## config.mk

```make
export PLATFORM = sky130hd
export DESIGN_NAME = unary_add_n
export DESIGN_NICKNAME = d
export VERILOG_FILES = /design/src/rtl/unary_add_n.sv
export SDC_FILE = /design/constraint.sdc
export NUM_CORES = 1
export LEC_CHECK = 0
export CAP_MARGIN = 20
export CORE_AREA = 2 2 39 41
export CTS_CLUSTER_SIZE = 40
export DETAILED_ROUTE_END_ITERATION = 12
export DIE_AREA = 0 0 41 43
export PLACE_DENSITY = 0.67
export SLEW_MARGIN = 20
export SYNTH_ARGS = -nofsm -noshare
export SYNTH_HDL_FRONTEND = slang
export SYNTH_SLANG_ARGS = --single-unit
```

## constraint.sdc

```tcl
create_clock -name i_clk -period 6.4 [get_ports i_clk]
set_input_delay 1.28 -clock i_clk [delete_from_list [all_inputs] [get_ports i_clk]]
set_output_delay 1.28 -clock i_clk [all_outputs]
set_load 0.01 [all_outputs]
```

## src/rtl/unary_add_n.sv

```systemverilog
// Purpose : accumulate the popcount of N_IN unary inputs, then replay the total as a stream of 1s.
// Latency : one cycle from the sampled inputs to o_dout / o_c / o_done / o_count; o_empty is combinational.
// Backpr. : i_en=0 stalls the block; count, phase and o_dout hold, while o_c and o_done read 0.
//
// Ports:
//   i_clk            rising-edge clock
//   i_rst            synchronous active-high reset
//   i_din[N_IN]      unary input bits; each set bit adds 1 while accumulating
//   i_en             cycle enable (0 = stall)
//   i_read_or_write  0 = accumulate phase, 1 = emit phase
//   i_clear          synchronous accumulator clear (takes effect whether or not i_en is set)
//   o_dout           registered unary output stream, one 1 per emitted count
//   o_c              registered overflow pulse (accumulate phase only)
//   o_done           registered pulse alongside the final emitted 1
//   o_count          accumulator register
//   o_empty          high while o_count == 0
//
// Build option: define UNARY_ADD_SAT_EN to saturate the accumulator at CMAX on overflow
// instead of wrapping. The overflow pulse is the same in both builds.

module unary_add_n #(
  parameter int N_IN  = 4,
  parameter int CNT_W = 4
) (
  input  logic             i_clk,
  input  logic             i_rst,
  input  logic [N_IN-1:0]  i_din,
  input  logic             i_en,
  input  logic             i_read_or_write,
  input  logic             i_clear,
  output logic             o_dout,
  output logic             o_c,
  output logic             o_done,
  output logic [CNT_W-1:0] o_count,
  output logic             o_empty
);

  typedef enum logic {
    ST_ACC  = 1'b0,
    ST_EMIT = 1'b1
  } state_t;

  localparam logic [CNT_W-1:0] CMAX = '1;
  localparam logic [CNT_W-1:0] ONE  = CNT_W'(1);

  state_t           r_state;
  state_t           w_state_nxt;
  logic [CNT_W-1:0] r_count;
  logic [CNT_W-1:0] w_count_nxt;
  logic             r_dout;
  logic             w_dout_nxt;
  logic             r_c;
  logic             w_c_nxt;
  logic             r_done;
  logic             w_done_nxt;

  logic [CNT_W:0]   w_pop;
  logic [CNT_W:0]   w_sum;
  logic             w_ovf;

  // Popcount of the unary inputs. CNT_W >= clog2(N_IN+1), so CNT_W+1 bits always hold it.
  always_comb begin
    w_pop = '0;
    for (int i = 0; i < N_IN; i++) begin
      w_pop = w_pop + (CNT_W+1)'(i_din[i]);
    end
  end

  // One extra bit so the carry out of the accumulator is the overflow flag.
  assign w_sum = {1'b0, r_count} + w_pop;
  assign w_ovf = w_sum[CNT_W];

  always_ff @(posedge i_clk) begin
    if (i_rst) begin
      r_state <= ST_ACC;
      r_count <= '0;
      r_dout  <= 1'b0;
      r_c     <= 1'b0;
      r_done  <= 1'b0;
    end else begin
      r_state <= w_state_nxt;
      r_count <= w_count_nxt;
      r_dout  <= w_dout_nxt;
      r_c     <= w_c_nxt;
      r_done  <= w_done_nxt;
    end
  end

  // The phase acted on is the one sampled on i_read_or_write in the same cycle, so the first
  // emit-sampled edge already produces a 1. r_state therefore records the phase of the most
  // recent enabled cycle.
  always_comb begin
    w_state_nxt = r_state;
    w_count_nxt = r_count;
    w_dout_nxt  = r_dout;
    w_c_nxt     = 1'b0;
    w_done_nxt  = 1'b0;

    if (i_en) begin
      w_state_nxt = i_read_or_write ? ST_EMIT : ST_ACC;
      if (!i_read_or_write) begin
        w_dout_nxt = 1'b0;
        w_c_nxt    = w_ovf;
`ifdef UNARY_ADD_SAT_EN
        w_count_nxt = w_ovf ? CMAX : w_sum[CNT_W-1:0];
`else
        w_count_nxt = w_sum[CNT_W-1:0];
`endif
      end else if (r_count != '0) begin
        w_dout_nxt  = 1'b1;
        w_count_nxt = r_count - ONE;
        w_done_nxt  = (r_count == ONE);
      end else begin
        // An empty accumulator emits 0s and never underflows.
        w_dout_nxt = 1'b0;
      end
    end

    // Clear overrides the datapath. The phase register above still follows i_en.
    if (i_clear) begin
      w_count_nxt = '0;
      w_dout_nxt  = 1'b0;
      w_c_nxt     = 1'b0;
      w_done_nxt  = 1'b0;
    end
  end

  assign o_dout  = r_dout;
  assign o_c     = r_c;
  assign o_done  = r_done;
  assign o_count = r_count;
  assign o_empty = (r_count == '0);

endmodule

```

==> Word-level counts from Yosys, hierarchy flattened <==
Cells that the tools add are included.
{ "word_totals": {"reg_bits": 7, "latchBits": 0, "ram_bits": 0, "romBits": 0, "inputBits": 9, "out_inout_bits": 8, "elab_cells": 24, "memories": 0} }
{ "classes": {"n_addsub": 5, "mul": 0, "n_div": 0, "order_cmp": 0, "n_eq_ne": 2, "n_shift": 0, "n_mux": 4, "n_bitwise": 3, "n_reduce_logical": 6} }
{ "op_table": {"columns": ["cell", "n"], "rows": [
  ["$mux W4", 2],
  ["$add A4 B4 Y5", 1],
  ["$reduce_or A5 Y1", 1],
  ["$add A3 B1 Y4", 1],
  ["$eq A4 B1 Y1 const B", 1],
  ["$logic_not A4 Y1", 1],
  ["$reduce_bool A4 Y1", 1],
  ["$reduce_or A4 Y1", 1],
  ["$sub A4 B1 Y4 const B", 1],
  ["$add A2 B1 Y3", 1],
  ["$not A1 Y1", 3],
  ["$add A1 B1 Y2", 1],
  ["$mux W1", 2],
  ["$ne A2 B1 Y1 const B", 1],
  ["$reduce_and A2 Y1", 1],
  ["$reduce_or A2 Y1", 1]
]} }

==> Depth between registers and ports, before layout <==
{ "logic_depth": {"word_depth": 5, "ltp_mapped": 8, "mapped_depth_nobuf": 8} }

==> Least setup slack after synthesis <==
Ideal clock, no wire load.
{ "synth_path": {"path_kind": "input to register", "startpoint": "in i_din[0]", "endpoint": "reg r_count[2] (netlist: o_count[2])", "setup_time_ps": 76, "t_arrival_ps": 3236, "path_slack_ps": 3088, "path_stages": 8, "n_path_buf": 0, "path_cell_list": "fa_1 -> inv_1 -> fa_1 -> fa_1 -> nor2_1 -> a31oi_1 -> or3_1 -> a21boi_0"} }
{ "synth_via": {"elab_chain_cells": 5} }
{ "synth_rtl": {"columns": ["item", "line", "text"], "rows": [
  ["from (decl)", "27", "input logic [N_IN-1:0] i_din,"],
  ["$add A1 B1 Y2", "65", "w_pop = w_pop + (CNT_W+1)'(i_din[i]);"],
  ["$add A2 B1 Y3", "65", null],
  ["$add A3 B1 Y4", "65", null],
  ["$add A4 B4 Y5", "70", "assign w_sum = {1'b0, r_count} + w_pop;"],
  ["$mux W4", "101", "if (!i_read_or_write) begin"],
  ["to (signal assigned)", "82", "r_count <= w_count_nxt;"],
  ["to (decl)", "48", "logic [CNT_W-1:0] r_count;"]
]} }
No other way between the ends.
A chain may end at the register's enable or synchronous reset.

==> Worst setup path after layout <==
Ends and elaborated chain as after synthesis.

==> metrics.md <==
| Metric | Value |
|---|---|
| Worst Hold Class | flop to flop |
| Area delta synth->final | 39.69% |
| Fin cells | 89 |
| Worst IR drop on VDD | 103.0 uV |
| CP most frequent cell | fa_1 |
| Largest net degree at the start of global routing | 11 |
| WL/cell | 11.38 um |
| Placeable Area | 1384 sq um |
| Post-synthesis average cell area | roughly 9.1 sq um |
| Via density per instance | about 5.1 |
| Lkg Pwr | 0.2612 nW |
| Yosys warning count | 0 |
| GP Congestion | 0.7672 |
| Antenna Diode Count | 0 |
| CTS HTree Levels | 1 |
| First-pass GRT wire length | about 1700 um |
| Critical path fanouts, max | 3 |
| GR Util All Layers | 14.39% |
| RSZ-0062 raised after global routing | false |
| Setup Buffers After CTS | 0 |
| Insertion delay to the later sink of the worst-skew pair | 250 ps |
| Netlist cell types | 28 |
| Clock root buffer | clkbuf_4 |
| Post-CTS Resized | 0 |
| Pre-antenna DRT Iters | 3 |
| DIE AREA | 1763 sq um |
| Most common cell after layout, fill and taps aside | clkdlybuf4s50_1 |
| Pre-CTS setup slack | 2520 ps |
| Register bit total from synthesis | 7 |
| Antenna-violating nets left | 0 |
| Syn_nets | just under 70 |
| DRC viols | 0 |
| Final Hold Viols | 0 |
| Final Critical Period | 3615 ps |
| Gr ovfl total | 0 |
| PwrDens | 172.7 nW/um^2 |
| Startpoint Class | primary input |
| Arrival @ worst endpoint | 3790 ps |
| Max-slew violations | 0 |
| Total Neg Setup Slack | 0 ps |
| CTS Buffer Depth | 2 |
| Status | complete, no violations |
| Placed Instances | 85 |
| Most frequent cells in the layout | clkdlybuf4s50_1 (16), dfxtp_1 (7), inv_1 (6) |
| DRT iter0 DRCs | 2 |
| Slew headroom | 76.37% |
| CP required | 6570 ps |
| Initial Util | around 36% |
| Ys async rst share | 0% |
| Buffers on Ports | 16 |
| Worst path slowest cell | fa_1 |
| Worst-margin pin slew | 353.3 ps |
| TritonCTS buffer count | 3 |
| Initial antenna violation count | 0 |
| Layout cells sized above 1 | 10.96% |
| CP endpoint kind | flop |
| Vias in the first global route | 439 |
| Fillcell total | 144 |
| Setup CP Type | primary input to flop |
| Multi-input gate area | 314.1 sq um |
| I/O Pins | 17 |
| Maxcap violations | 0 |
| Die width | 41 um |
| Pwr Total | 0.1186 mW |
| Critical-path cell list | clkdlybuf4s50_1 > fa_1 > inv_1 > fa_1 > fa_1 > nor2_1 > a31oi_1 > or3_1 > a21boi_0 |
| Sink Count | 7 |
| Crit-path leading delay family | adder cells |
| Final Util | 49.64% |
| # nets final | 89 |
| Mapped cell area | 491.7 sq um |
| Die H | 43 um |
| Post-CTS Hold Fix Bufs | 0 |
| Via Count | 451 |
| Total Wirelength | 1013 um |
| Period utilization | a little under three fifths |
| Fmax | roughly 280 MHz |
| Sequential cell area fraction in the yosys report | 28.50% |
| CP bufs+invs | 2 |
| Final HPWL DP | 824 um |
| Worst Slack Setup Final | between 2000 and 3000 ps |
| CTS tree | done |
| Reg area | 140.1 sq um |
| Max stage delay on crit path | 540 ps |
| Synth Instances | 54 |
| Top_reg_cell synth | dfxtp_1 |
| Layout Skew | 1.811 ps |
| CTS clock-pin slew for the worst setup and hold paths | 50 ps |
| FP Rows | 14 |
| Final setup fails | 0 |
| EDFF count, synth | 0 |
==> per-layer routing <==
metal	global-route usage (%)	part of all wire, %	routed length [um]
met1	18.77	46	469
met2	21.88	50	507
met3	6.283	3.6	36
met4	2.000	0	0
met5	0	0	0
==> cell type report <==
| cell class | count | area share (%) |
|---|---|---|
| clock buffers | 4 | 3.825 |
| inverters | 7 | 3.825 |
| multi-input cells | 39 | 45.72 |
| flip-flops and latches | 7 | 20.40 |
| well taps | 16 | 2.914 |
| repair buffers | 16 | 23.32 |
==> where the power goes <==
part	internal (mW)	leakage, nW	switching (mW)
logic	0.0179	0.190	0.0146
registers	0.0448	0.0566	0.00147
clock network	0.0238	0.0150	0.0161
==> cell usage after synthesis, types with 2 or more instances <==
| cell | instances | area share, % |
|---|---|---|
| nor2_1 | 4 | 3.1 |
| mux2i_1 | 2 | 4.1 |
| and2_1 | 2 | 2.5 |
| o21ai_0 | 3 | 3.1 |
| nor3_1 | 2 | 2.0 |
| inv_1 | 6 | 4.6 |
| nand2_1 | 3 | 2.3 |
| or3_1 | 2 | 2.5 |
| ha_1 | 3 | 7.6 |
| fa_1 | 3 | 12 |
| dfxtp_1 | 7 | 28 |
==> final timing paths <==
check | slack (ps) | to | startpoint | cells past startpoint
max | 2790 | o_count[2]$_SDFFE_PP0P_ | i_din[0] | 9
min | 520 | o_c$_SDFF_PP0_ | o_count[3]$_SDFFE_PP0P_ | 2
max reg2reg | 4260 | o_count[2]$_SDFFE_PP0P_ | o_count[0]$_SDFFE_PP0P_ | 7
min reg2reg | 520 | o_c$_SDFF_PP0_ | o_count[3]$_SDFFE_PP0P_ | 2
==> tightest hold or removal path, stage by stage (launching register included) <==
cell and delay [ps]:
dfxtp_1 350, nand2_1 80, nor4_1 50
==> stage by stage <==
step                      area, sq um  hold WS, ps
after global routing            686.9        562.0
after detailed placement        660.6        511.5
after global placement          660.6        502.4
after floorplan                 491.7        500.5
after CTS                       686.9        524.0
final                           686.9        521.5
==> sequential cells by signal, indices dropped and copies added (netlist names) <==
name	cells
o_c	1
o_done	1
o_dout	1
o_count	4
==> logic make-up (layout without fill, tap and decap cells) <==
logic type,count (synthesis),count (layout),synth area share (%)
AND/OR/NAND/NOR,19,19,22.14
adder cells (fa/ha/maj),6,6,19.85
flip-flops,7,7,28.50
multiplexers,2,2,4.071
AO/OA/AOI/OAI,12,12,17.81
buffers and inverters,8,27,7.632
Note: power is estimated with default switching activity, not from simulation.
